**src/rtl/calc_pkg.sv**
```systemverilog
// Shared definitions for the calculator self-test driver:
// ALU opcodes, vector record layout, default vector ROM, FSM encodings.
package calc_pkg;

    localparam logic [2:0] OP_ADD = 3'b000;
    localparam logic [2:0] OP_SUB = 3'b001;
    localparam logic [2:0] OP_AND = 3'b010;
    localparam logic [2:0] OP_OR  = 3'b011;
    localparam logic [2:0] OP_XOR = 3'b100;
    localparam logic [2:0] OP_SHL = 3'b101;
    localparam logic [2:0] OP_SHR = 3'b110;
    localparam logic [2:0] OP_NOT = 3'b111;

    typedef struct packed {
        logic [7:0] a;
        logic [7:0] b;
        logic [2:0] op;
        logic [7:0] exp;
    } vec_t;

    localparam int unsigned ROM_DEPTH = 16;

    // Shifts move a by b[2:0]; NOT ignores b.
    localparam vec_t VEC_ROM [ROM_DEPTH] = '{
        '{8'h05, 8'h03, OP_ADD, 8'h08},
        '{8'h07, 8'h05, OP_SUB, 8'h02},
        '{8'hF0, 8'h3C, OP_AND, 8'h30},
        '{8'hF0, 8'h0F, OP_OR,  8'hFF},
        '{8'hAA, 8'hFF, OP_XOR, 8'h55},
        '{8'h03, 8'h02, OP_SHL, 8'h0C},
        '{8'h80, 8'h03, OP_SHR, 8'h10},
        '{8'h5A, 8'h00, OP_NOT, 8'hA5},
        '{8'hFF, 8'h01, OP_ADD, 8'h00},
        '{8'h00, 8'h01, OP_SUB, 8'hFF},
        '{8'h12, 8'h34, OP_ADD, 8'h46},
        '{8'hC3, 8'h3C, OP_XOR, 8'hFF},
        '{8'h0F, 8'hF0, OP_AND, 8'h00},
        '{8'h01, 8'h07, OP_SHL, 8'h80},
        '{8'hFF, 8'h04, OP_SHR, 8'h0F},
        '{8'h00, 8'h00, OP_NOT, 8'hFF}
    };

    localparam logic [4:0] FAIL_MAX = 5'd31;

    typedef enum logic [1:0] {
        ST_IDLE,
        ST_RUN,
        ST_DONE
    } top_state_t;

    typedef enum logic [2:0] {
        STEP_CLEAR,
        STEP_LOAD_A,
        STEP_LOAD_B,
        STEP_LOAD_OP,
        STEP_CHECK,
        STEP_CMP
    } step_t;

    typedef enum logic [1:0] {
        P_IDLE,
        P_SETUP,
        P_PRESS,
        P_RELEASE
    } press_state_t;

endpackage

```
**src/rtl/calc_autotest_driver_if.sv**
```systemverilog
// Calculator-side bus of the self-test driver: switches, buttons
// and the ALU result coming back.
interface calc_autotest_driver_if;

    logic [7:0] sw_out;
    logic       btnL_out;
    logic       btnR_out;
    logic [7:0] result;

    modport master (
        output sw_out,
        output btnL_out,
        output btnR_out,
        input  result
    );

    modport slave (
        input  sw_out,
        input  btnL_out,
        input  btnR_out,
        output result
    );

endinterface

```
**src/rtl/press_gen.sv**
```systemverilog
// SETUP/PRESS/RELEASE button timer; press_done marks the last
// RELEASE cycle so a chained request starts SETUP without a gap.
module press_gen
    import calc_pkg::*;
#(
    parameter int unsigned PRESS_CYCLES = 2_500_000,
    parameter int unsigned GAP_CYCLES   = 2_500_000
) (
    input  logic clk,
    input  logic rst,
    input  logic req,
    input  logic sel_l,
    output logic btn_l,
    output logic btn_r,
    output logic press_done
);

    press_state_t st_q, st_d;
    logic [31:0]  cnt_q, cnt_d;
    logic         sel_q, sel_d;
    logic         btn_l_q, btn_l_d;
    logic         btn_r_q, btn_r_d;
    logic         done_q, done_d;

    always_comb begin
        st_d  = st_q;
        cnt_d = cnt_q;
        sel_d = sel_q;
        unique case (st_q)
            P_IDLE: begin
                if (req) begin
                    st_d  = P_SETUP;
                    cnt_d = GAP_CYCLES - 1;
                    sel_d = sel_l;
                end
            end
            P_SETUP: begin
                if (cnt_q == 32'd0) begin
                    st_d  = P_PRESS;
                    cnt_d = PRESS_CYCLES - 1;
                end else begin
                    cnt_d = cnt_q - 32'd1;
                end
            end
            P_PRESS: begin
                if (cnt_q == 32'd0) begin
                    st_d  = P_RELEASE;
                    cnt_d = GAP_CYCLES - 1;
                end else begin
                    cnt_d = cnt_q - 32'd1;
                end
            end
            P_RELEASE: begin
                if (cnt_q == 32'd0) begin
                    if (req) begin
                        st_d  = P_SETUP;
                        cnt_d = GAP_CYCLES - 1;
                        sel_d = sel_l;
                    end else begin
                        st_d = P_IDLE;
                    end
                end else begin
                    cnt_d = cnt_q - 32'd1;
                end
            end
            default: st_d = P_IDLE;
        endcase
        btn_l_d = (st_d == P_PRESS) && sel_d;
        btn_r_d = (st_d == P_PRESS) && !sel_d;
        done_d  = (st_d == P_RELEASE) && (cnt_d == 32'd0);
    end

    always_ff @(posedge clk) begin
        if (rst) begin
            st_q    <= P_IDLE;
            cnt_q   <= 32'd0;
            sel_q   <= 1'b0;
            btn_l_q <= 1'b0;
            btn_r_q <= 1'b0;
            done_q  <= 1'b0;
        end else begin
            st_q    <= st_d;
            cnt_q   <= cnt_d;
            sel_q   <= sel_d;
            btn_l_q <= btn_l_d;
            btn_r_q <= btn_r_d;
            done_q  <= done_d;
        end
    end

    assign btn_l      = btn_l_q;
    assign btn_r      = btn_r_q;
    assign press_done = done_q;

endmodule

```
**src/rtl/calc_autotest_driver.sv**
```systemverilog
// Built-in self-test initiator: replays the vector ROM into the
// calculator as button presses and counts mismatching results.
module calc_autotest_driver
    import calc_pkg::*;
#(
    parameter int unsigned PRESS_CYCLES = 2_500_000,
    parameter int unsigned GAP_CYCLES   = 2_500_000,
    parameter int unsigned NUM_VEC      = 8
) (
    input  logic                  clk,
    input  logic                  rst,
    input  logic                  start,
    calc_autotest_driver_if.master bus,
    output logic                  busy,
    output logic                  done,
    output logic                  pass,
    output logic [4:0]            fail_cnt,
    output logic [3:0]            vec_idx
);

    localparam logic [3:0] LAST_VEC = 4'(NUM_VEC - 1);

    top_state_t  st_q, st_d;
    step_t       step_q, step_d;
    logic [31:0] cnt_q, cnt_d;
    logic [7:0]  sw_q, sw_d;
    logic [7:0]  res_q, res_d;
    logic        busy_q, busy_d;
    logic        done_q, done_d;
    logic        pass_q, pass_d;
    logic [4:0]  fail_q, fail_d;
    logic [3:0]  vec_q, vec_d;
    logic        start_s1_q, start_s1_d;
    logic        start_s2_q, start_s2_d;
    logic        rise;
    logic        req, sel_l, press_done;
    vec_t        cur;

    assign rise = start_s1_q & ~start_s2_q;

    always_comb begin
        st_d       = st_q;
        step_d     = step_q;
        cnt_d      = cnt_q;
        sw_d       = sw_q;
        res_d      = res_q;
        busy_d     = busy_q;
        done_d     = done_q;
        pass_d     = pass_q;
        fail_d     = fail_q;
        vec_d      = vec_q;
        start_s1_d = start;
        start_s2_d = start_s1_q;
        req        = 1'b0;
        sel_l      = 1'b0;
        cur        = VEC_ROM[vec_q];
        unique case (st_q)
            ST_RUN: begin
                unique case (step_q)
                    STEP_CLEAR: begin
                        if (press_done) begin
                            step_d = STEP_LOAD_A;
                            sw_d   = cur.a;
                            req    = 1'b1;
                        end
                    end
                    STEP_LOAD_A: begin
                        if (press_done) begin
                            step_d = STEP_LOAD_B;
                            sw_d   = cur.b;
                            req    = 1'b1;
                        end
                    end
                    STEP_LOAD_B: begin
                        if (press_done) begin
                            step_d = STEP_LOAD_OP;
                            sw_d   = {5'b0, cur.op};
                            req    = 1'b1;
                        end
                    end
                    STEP_LOAD_OP: begin
                        if (press_done) begin
                            step_d = STEP_CHECK;
                            cnt_d  = GAP_CYCLES - 1;
                        end
                    end
                    STEP_CHECK: begin
                        if (cnt_q == 32'd0) begin
                            step_d = STEP_CMP;
                            res_d  = bus.result;
                        end else begin
                            cnt_d = cnt_q - 32'd1;
                        end
                    end
                    STEP_CMP: begin
                        if (res_q != cur.exp && fail_q != FAIL_MAX)
                            fail_d = fail_q + 5'd1;
                        if (vec_q == LAST_VEC) begin
                            st_d   = ST_DONE;
                            busy_d = 1'b0;
                            done_d = 1'b1;
                            pass_d = (fail_d == 5'd0);
                        end else begin
                            vec_d  = vec_q + 4'd1;
                            step_d = STEP_CLEAR;
                            sw_d   = 8'd0;
                            req    = 1'b1;
                            sel_l  = 1'b1;
                        end
                    end
                    default: step_d = STEP_CLEAR;
                endcase
            end
            // IDLE and DONE both wait for an accepted start edge
            default: begin
                if (rise) begin
                    st_d   = ST_RUN;
                    step_d = STEP_CLEAR;
                    busy_d = 1'b1;
                    done_d = 1'b0;
                    pass_d = 1'b0;
                    fail_d = 5'd0;
                    vec_d  = 4'd0;
                    sw_d   = 8'd0;
                    req    = 1'b1;
                    sel_l  = 1'b1;
                end
            end
        endcase
    end

    always_ff @(posedge clk) begin
        if (rst) begin
            st_q       <= ST_IDLE;
            step_q     <= STEP_CLEAR;
            cnt_q      <= 32'd0;
            sw_q       <= 8'd0;
            res_q      <= 8'd0;
            busy_q     <= 1'b0;
            done_q     <= 1'b0;
            pass_q     <= 1'b0;
            fail_q     <= 5'd0;
            vec_q      <= 4'd0;
            start_s1_q <= 1'b0;
            start_s2_q <= 1'b0;
        end else begin
            st_q       <= st_d;
            step_q     <= step_d;
            cnt_q      <= cnt_d;
            sw_q       <= sw_d;
            res_q      <= res_d;
            busy_q     <= busy_d;
            done_q     <= done_d;
            pass_q     <= pass_d;
            fail_q     <= fail_d;
            vec_q      <= vec_d;
            start_s1_q <= start_s1_d;
            start_s2_q <= start_s2_d;
        end
    end

    press_gen #(
        .PRESS_CYCLES(PRESS_CYCLES),
        .GAP_CYCLES  (GAP_CYCLES)
    ) u_press_gen (
        .clk       (clk),
        .rst       (rst),
        .req       (req),
        .sel_l     (sel_l),
        .btn_l     (bus.btnL_out),
        .btn_r     (bus.btnR_out),
        .press_done(press_done)
    );

    assign bus.sw_out = sw_q;
    assign busy       = busy_q;
    assign done       = done_q;
    assign pass       = pass_q;
    assign fail_cnt   = fail_q;
    assign vec_idx    = vec_q;

endmodule

```
**src/flat_wrapper.sv**
```systemverilog
// flat-port wrapper written by rule: the top's interface ports become plain ports
module calc_autotest_driver_flat import calc_pkg::*;
#(
    parameter int unsigned PRESS_CYCLES = 2_500_000,
    parameter int unsigned GAP_CYCLES   = 2_500_000,
    parameter int unsigned NUM_VEC      = 8
)
  (clk, rst, start, busy, done, pass, fail_cnt, vec_idx, bus_sw_out, bus_btnL_out, bus_btnR_out, bus_result);
  calc_autotest_driver_if bus_i ();
  input  logic clk;
  input  logic rst;
  input  logic start;
  output logic busy;
  output logic done;
  output logic pass;
  output logic [4:0] fail_cnt;
  output logic [3:0] vec_idx;
  output wire logic [$bits(bus_i.sw_out)-1:0] bus_sw_out;
  output wire logic [$bits(bus_i.btnL_out)-1:0] bus_btnL_out;
  output wire logic [$bits(bus_i.btnR_out)-1:0] bus_btnR_out;
  input wire logic [$bits(bus_i.result)-1:0] bus_result;
  assign bus_sw_out = bus_i.sw_out;
  assign bus_btnL_out = bus_i.btnL_out;
  assign bus_btnR_out = bus_i.btnR_out;
  assign bus_i.result = bus_result;
  calc_autotest_driver #(.PRESS_CYCLES(PRESS_CYCLES), .GAP_CYCLES(GAP_CYCLES), .NUM_VEC(NUM_VEC)) u_core (.clk(clk), .rst(rst), .start(start), .bus(bus_i), .busy(busy), .done(done), .pass(pass), .fail_cnt(fail_cnt), .vec_idx(vec_idx));
endmodule
```
**config.mk**
```make
export PLATFORM = sky130hd
export DESIGN_NAME = calc_autotest_driver_flat
export DESIGN_NICKNAME = d
export VERILOG_FILES = /design/src/rtl/calc_pkg.sv /design/src/rtl/calc_autotest_driver_if.sv /design/src/rtl/press_gen.sv /design/src/rtl/calc_autotest_driver.sv /design/src/flat_wrapper.sv
export SDC_FILE = /design/constraint.sdc
export NUM_CORES = 1
export LEC_CHECK = 0
export BUFFER_PORTS_ARGS = -buffer_cell sky130_fd_sc_hd__clkbuf_2
export CORE_MARGIN = 8
export CORE_UTILIZATION = 45
export DETAILED_ROUTE_END_ITERATION = 8
export SLEW_MARGIN = 20
export SYNTH_ARGS = -nofsm -noshare
export SYNTH_HDL_FRONTEND = slang
export SYNTH_SLANG_ARGS = --single-unit
```
**constraint.sdc**
```tcl
create_clock -name clk -period 4 [get_ports clk]
set_input_delay 0.4 -clock clk [delete_from_list [all_inputs] [get_ports clk]]
set_output_delay 0.4 -clock clk [all_outputs]
set_load 0.05 [all_outputs]
```
==> results of run 1 <==
==> logic make-up after synthesis <==
kind of cell | Yosys count | share of synthesized area
AOI/OAI and AO/OA | 170 | 0.187
xor gates and xnor gates | 48 | 0.0670
adders and majority gates | 19 | 0.0379
buffers and inverters | 58 | 0.0371
DFF | 103 | 0.329
muxes | 17 | 0.0335
and+or+nand+nor | 363 | 0.309
==> per-stage QoR <==
| stage | utilization | cells |
|---|---|---|
| 4_1_cts | 0.507 | 986 |
| 3_5_place_dp | 0.483 | 970 |
| 5_1_grt | 0.507 | 986 |
| 3_3_place_gp | 0.483 | 970 |
| 6_report | 0.507 | 986 |
| 2_1_floorplan | - | 778 |
==> placed cells by master (no fill, tap or decap), drive strengths merged, types with 16 or more instances in the layout <==
cell type  Yosys  layout
buf           12      23
a21oi         44      44
nor2         112     112
nor4          28      28
dfxtp        103     103
ha            19      19
nand2         40      40
clkbuf        31      43
xnor2         30      30
o21ai         32      32
or3           20      20
inv           14      16
nor2b         19      19
a31oi         19      19
nor3          45      45
nand3         22      22
xor2          18      18
==> power groups by stage <==
| stage | logic [mW] | registers (mW) | clock network (mW) |
|---|---|---|---|
| after global placement | 2.12 | 1.28 | 0 |
| after CTS | 2.11 | 1.26 | 1.01 |
| after global routing | 2.34 | 1.28 | 1.05 |
| final | 2.17 | 1.27 | 0.974 |
| after detailed placement | 2.10 | 1.28 | 0 |
| after floorplan | 1.54 | 1.23 | 0 |
==> critical path, stage by stage, from the launching register on <==
cell,delay [ps]
dfxtp_1,330
or3_4,420
or4_1,740
o31ai_4,690
nor3_1,130
o221a_2,310
nor4b_2,280
nand4_1,150
nor4_2,280
==> worst max path at each step <==
stage,startpoint,end,slack (ps),cells after the start
after detailed placement,u_core.u_press_gen.cnt_q[30]$_SDFF_PP0_,u_core.u_press_gen.press_done$_SDFF_PP0_,660,8
after global placement,u_core.u_press_gen.cnt_q[30]$_SDFF_PP0_,u_core.u_press_gen.press_done$_SDFF_PP0_,730,8
after floorplan,u_core.vec_idx[0]$_SDFFE_PP0P_,u_core.pass$_SDFFE_PP0P_,400,11
after global routing,u_core.u_press_gen.cnt_q[30]$_SDFF_PP0_,u_core.u_press_gen.press_done$_SDFF_PP0_,440,8
final,u_core.u_press_gen.cnt_q[30]$_SDFF_PP0_,u_core.u_press_gen.press_done$_SDFF_PP0_,570,8
after CTS,u_core.u_press_gen.cnt_q[30]$_SDFF_PP0_,u_core.u_press_gen.press_done$_SDFF_PP0_,610,8
==> cell type report <==
class | count | area, um^2
sequential | 103 | 2060
clock buffer | 11 | 243
inverter | 15 | 56.3
tap | 180 | 225
fill | 1395 | 6790
timing repair buffer | 55 | 333
clock inverter | 5 | 86.3
multi-input combinational | 617 | 3980
==> sequential cells by signal, indices dropped and copies added, names as in the netlist, 2 cells and up <==
signal / cells
u_core.res_q: 8
u_core.u_press_gen.cnt_q: 32
u_core.bus.sw_out: 8
u_core.st_q: 2
u_core.vec_idx: 4
u_core.u_press_gen.st_q: 2
u_core.step_q: 3
u_core.fail_cnt: 5
u_core.cnt_q: 32
==> routing by layer <==
| metal | vias up | track usage | routed length (um) |
|---|---|---|---|
| met3 | 38 | 0.0460 | 931 |
| met2 | 168 | 0.313 | 8080 |
| met1 | 2796 | 0.245 | 8030 |
| li1 | 2895 | - | - |
| met4 | 0 | 0.0749 | 385 |
| met5 | - | 0 | 0 |
==> run_results.csv, run 1 <==
group,metric,value,unit
pwr,power_density,632,nW/um^2
sta,finalHoldViolCount,0,
floorplanning,coreArea,13800,um^2
setup_path,rr_startpoint,"u_core.u_press_gen.cnt_q[30]$_SDFF_PP0_",
detailed_routing,drc_errors,0,
global_route,antenna_found_initial,0,
global_route,grt_max_degree,36,
yosys,synthArstFlopShare,0,
yosys,synth_seq_area_share,0.329,
cts,clockBufferDepth,2,
final_layout,drive_gt1_frac,0.127,
final_layout,postLayoutCellArea,6980,um^2
yosys,synth.avg_cell_area,8.06,um^2
sta,drv_slew,0,
placed_design,port_buffers,32,
yosys,yosys-top-cells-area,"dfxtp_1, nor2_1, xnor2_1",
cts,clk_latency,350,ps
status,status,"finished clean",
yosys,synth.top_cell.area_share,0.329,
run,cap_violations,0,
yosys,synthCells,778,
sta,clock_skew,9.12,ps
placed_design,dp_slack,655,ps
yosys,ys_types,81,
detailed_routing,drtIter0Drc,523,
pwr,pwr-share-comb,0.492,
final_layout,syn2layout_area_growth,11.3,%
setup_path,cp-end-kind,"flop",
detailed_routing,vias_per_cell,5.98,
detailed_routing,routed_wl,17400,um
yosys,synth_edf_count,0,
floorplanning,dieArea,18000,um^2
cts,cts_buffers,9,
setup_path,critPathRequiredTime,4270,ps
cts,post_cts_resized,0,
yosys,synth_most_common_cell,"nor2_1",
cts,post_cts_buffers,0,
sta,hold-worst-slack,290,ps
sta,rsz0062_at_grt,"false",
yosys,ys_warn_count,0,
yosys,yosys.area.top_type,"dfxtp_1",
pwr,switching_share,0.440,
pwr,power.internal,2.47,mW
cts,cts_tree,"done",
yosys,synth_nets,808,
sta,tightest_slew,844,ps
setup_path,reg2reg_slack,570,ps
setup_path,cp_max_fo,17,
setup_path,rr_endpoint,"u_core.u_press_gen.press_done$_SDFF_PP0_",
pwr,ir_drop,0.000529,V
sta,slew_headroom,0.437,
placed_design,placed_area,6660,um^2
worst_hold_path,hold_start,"bus_result[0]",
detailed_routing,dr.pass1.iters,7,
sta,fmax,0.292,GHz
setup_path,path_class,"flop to flop",
placed_design,dp_hpwl,12700,um
yosys,ys.flop_type,"dfxtp_1",
cts,hold_buffers,0,
pwr,p_total,4.41,mW
sta,setup_violations,0,
pwr,seqPwrFrac,0.287,
global_route,track_usage,0.194,
final_layout,antenna_cells,0,
global_route,grt_pass1_wl,28700,um
sta,post-route-period-util,0.857,
sta,tns,0,ps
worst_hold_path,worstHoldPathCells,3,
setup_path,crit_arrival,3700,ps
setup_path,cp-start-kind,"flop",
floorplanning,start_util,0.455,
detailed_routing,wire_per_inst,17.7,um
pwr,total_leakage_power,2.67,nW
yosys,yosys-top-cells-count,"nor2_1, dfxtp_1, a21oi_1, nor3_1, nand2_1",
global_route,grt_pass1_vias,5752,
floorplanning,die_h,134,um
global_route,grt-ovfl-total,0,
final_layout,layout.nets,831,
yosys,netlist_area,6270,um^2
floorplanning,ios,33,
sta,setup_slack,571,ps
detailed_routing,drt.antenna.violating_nets,0,
cts,clk_pin_slew,70,ps
setup_path,ff2ff_path_depth,8,
detailed_routing,vias,5897,
floorplanning,floorplan.rows,43,
pwr,power_switching,1.94,mW
pwr,clkPwrFrac,0.221,
cts,clockRootBuffer,"clkbuf_16",
worst_hold_path,hold_end,"u_core.res_q[0]$_SDFFE_PP0P_",
cts,cts_sinks,103,
worst_hold_path,hp-class,"primary input to flop",
floorplanning,die_w,134,um
yosys,ys_ff_latch,103,
cts,htreeDepth,3,
sta,period_needed,3430,ps
placed_design,place.gp.congestion,0.936,
(Power assumes the default switching activity.)
==> run 2, diff against run 1 <==
--- a/config.mk
+++ b/config.mk
@@ -8,8 +8,10 @@
 export BUFFER_PORTS_ARGS = -buffer_cell sky130_fd_sc_hd__clkbuf_2
 export CORE_MARGIN = 8
 export CORE_UTILIZATION = 45
+export CTS_CLUSTER_SIZE = 30
 export DETAILED_ROUTE_END_ITERATION = 8
 export SLEW_MARGIN = 20
 export SYNTH_ARGS = -nofsm -noshare
 export SYNTH_HDL_FRONTEND = slang
+export SYNTH_HIERARCHICAL = 1
 export SYNTH_SLANG_ARGS = --single-unit
==> run 2 against run 1 <==
  * Sequential power fell by 8%
  * Sequential share of layout area down 0.67 points
  * Maximum frequency decreased by 3.8%
  * Worst setup slack worse by 140 ps
  * Combinational power shrank 28%
  * Critical endpoint is now u_core/u_press_gen/press_done$_SDFF_PP0_
  * Largest power group unchanged
==> run_results.csv, run 2 <==
group,metric,value,unit
status,status,"finished clean",
final_layout,final_common_cell,"nor2_1",
cts,clockBufferDepth,2,
setup_path,max_stage_delay,420,ps
cts,post_cts_resized,0,
yosys,ys_types,82,
run,cap_violations,0,
cts,post_cts_buffers,0,
final_layout,syn2layout_area_growth,9.18,%
detailed_routing,drt.antenna.violating_nets,0,
setup_path,rr_endpoint,"u_core/u_press_gen/press_done$_SDFF_PP0_",
sta,period_needed,3560,ps
yosys,yosys.area.top_type,"dfxtp_1",
cts,clockRootBuffer,"clkbuf_16",
detailed_routing,drtIter0Drc,655,
final_layout,antenna_cells,0,
setup_path,path_class,"flop to flop",
setup_path,ff2ff_path_depth,13,
detailed_routing,vias_per_cell,6.01,
global_route,grt_max_degree,48,
placed_design,place.gp.congestion,0.906,
sta,clock_skew,7.45,ps
yosys,yosys-top-cells-count,"nor2_1, dfxtp_1, a21oi_1, nand2_1, clkbuf_1",
final_layout,fillerInstances,1398,
detailed_routing,routed_wl,18000,um
global_route,antenna_found_initial,0,
yosys,synth.top_cell.area_share,0.315,
sta,slew_headroom,0.437,
setup_path,critical_path_buf_inv_count,3,
final_layout,reg_top3,"u_core/cnt_q (32), u_core/u_press_gen/cnt_q (32)",
floorplanning,floorplan.rows,44,
setup_path,cp-end-kind,"flop",
setup_path,critPathRequiredTime,4270,ps
global_route,track_usage,0.195,
cts,cts_tree,"done",
setup_path,crit_chain,"nor2b_1, buf_4, nand3_1, a21oi_1, buf_4, nor2_1, inv_1, nor3_1, a21oi_2, a221oi_1, nand3_1, or4_4, nor4_2",
cts,cts_buffers,9,
detailed_routing,vias,6275,
yosys,ys.flop_type,"dfxtp_1",
setup_path,cp-start-kind,"flop",
final_layout,multi_input_area,4130,um^2
sta,hold-worst-slack,274,ps
detailed_routing,dr.pass1.iters,5,
yosys,ys_ff_latch,103,
sta,tns,0,ps
cts,clk_latency,360,ps
yosys,netlist_area,6550,um^2
global_route,grt-ovfl-total,0,
placed_design,port_buffers,32,
sta,finalHoldViolCount,0,
floorplanning,die_w,137,um
yosys,yosys-top-cells-area,"dfxtp_1, nor2_1, a21oi_1",
detailed_routing,wire_per_inst,17.3,um
sta,rsz0062_at_grt,"false",
floorplanning,die_h,137,um
floorplanning,ios,33,
sta,setup_violations,0,
worst_hold_path,worstHoldPathCells,3,
sta,post-route-period-util,0.891,
cts,cts_sinks,103,
yosys,synth_edf_count,0,
final_layout,seqCellArea,2060,um^2
floorplanning,start_util,0.456,
final_layout,final_util,0.497,
detailed_routing,drc_errors,0,
setup_path,crit_arrival,3840,ps
yosys,synth_most_common_cell,"nor2_1",
cts,htreeDepth,3,
sta,fmax,0.281,GHz
global_route,grt_pass1_vias,5661,
setup_path,slowest_stage,"nor3_1",
cts,hold_buffers,0,
worst_hold_path,hold_end,"u_core/res_q[0]$_SDFFE_PP0P_",
worst_hold_path,hp-class,"primary input to flop",
floorplanning,coreArea,14400,um^2
pwr,total_leakage_power,2.71,nW
global_route,grt_pass1_wl,29500,um
sta,drv_slew,0,
yosys,ys_warn_count,6,
floorplanning,dieArea,18700,um^2
pwr,power_density,503,nW/um^2
setup_path,crit_family,"simple AND/OR/NAND/NOR gates",
placed_design,dp_hpwl,13000,um
setup_path,rr_startpoint,"u_core/step_q[0]$_SDFFE_PP0P_",
cts,clk_pin_slew,70,ps
worst_hold_path,hold_start,"bus_result[0]",
pwr,ir_drop,0.000236,V
final_layout,final_cell_mix,"nor2_1, dfxtp_1, a21oi_1",
final_layout,layout.nets,887,
final_layout,drive_gt1_frac,0.129,
yosys,synthCells,843,
yosys,synth_seq_area_share,0.315,
yosys,synth.avg_cell_area,7.76,um^2
setup_path,reg2reg_slack,440,ps
yosys,synthArstFlopShare,0,
sta,tightest_slew,842,ps
yosys,synth_nets,875,
setup_path,cp_max_fo,10,
## run 2: changes by cell type in the layout (fill, tap and decap cells not counted), sizes merged, moves of 7 or more
cell,before,now
a211oi,12,4
a21oi,44,71
inv,16,29
nand2,40,68
o21ai,32,39
o22ai,0,8
xnor2,30,23
xor2,18,11
## run 2: kinds of logic after synthesis
logic type | share of synthesized area
compound gates | 0.197
fa+ha+maj | 0.0401
xor+xnor | 0.0455
buf+inv | 0.0533
simple gates | 0.315
mux | 0.0336
flops | 0.315
## run 2: worst max path at each step
stage / start / cells past startpoint / to
floorplan: u_core/vec_idx[2]$_SDFFE_PP0P_ / 15 / u_core/u_press_gen/press_done$_SDFF_PP0_
global placement: u_core/step_q[0]$_SDFFE_PP0P_ / 13 / u_core/u_press_gen/press_done$_SDFF_PP0_
detailed placement: u_core/step_q[0]$_SDFFE_PP0P_ / 13 / u_core/u_press_gen/press_done$_SDFF_PP0_
CTS: u_core/step_q[0]$_SDFFE_PP0P_ / 13 / u_core/u_press_gen/press_done$_SDFF_PP0_
global route: u_core/step_q[1]$_SDFFE_PP0P_ / 13 / u_core/u_press_gen/press_done$_SDFF_PP0_
finish: u_core/step_q[0]$_SDFFE_PP0P_ / 13 / u_core/u_press_gen/press_done$_SDFF_PP0_
## run 2: cell type report
type | instances | area share
Multi-Input combinational cell | 659 | 0.579
Sequential cell | 103 | 0.289
Timing Repair Buffer | 57 | 0.0487
Tap cell | 184 | 0.0322
Clock buffer | 9 | 0.0315
Inverter | 25 | 0.0131
Clock inverter | 7 | 0.00735
## run 2: power by group
part	switching (mW)	internal [mW]
clock network	0.425	0.431
logic	1.02	0.553
registers	0.0830	1.08
total	1.53	2.07
## run 2: worst register-to-register path, cell delays in order (launching register included)
cell	delay, ps
dfxtp_1	390
nor2b_1	160
buf_4	170
nand3_1	80
a21oi_1	70
buf_4	160
nor2_1	410
inv_1	250
nor3_1	420
a21oi_2	190
a221oi_1	380
nand3_1	120
or4_4	420
nor4_2	260
## run 2: layer usage
layer	wire, um	vias to the layer above	track usage
met5	0	-	0
met4	317	0	0.0628
met3	986	31	0.0378
met2	8160	189	0.299
met1	8560	2967	0.268
li1	-	3088	-
## run 2: through the flow
stage	std cells	setup WS (ps)	cell area (um^2)	total power [mW]
6_report	1044	436	7150	3.59
5_1_grt	1044	64.7	7150	3.82
4_1_cts	1044	439	7150	3.58
3_5_place_dp	1028	453	6870	2.71
3_3_place_gp	1028	567	6870	2.71
2_1_floorplan	843	92.7	6550	2.29
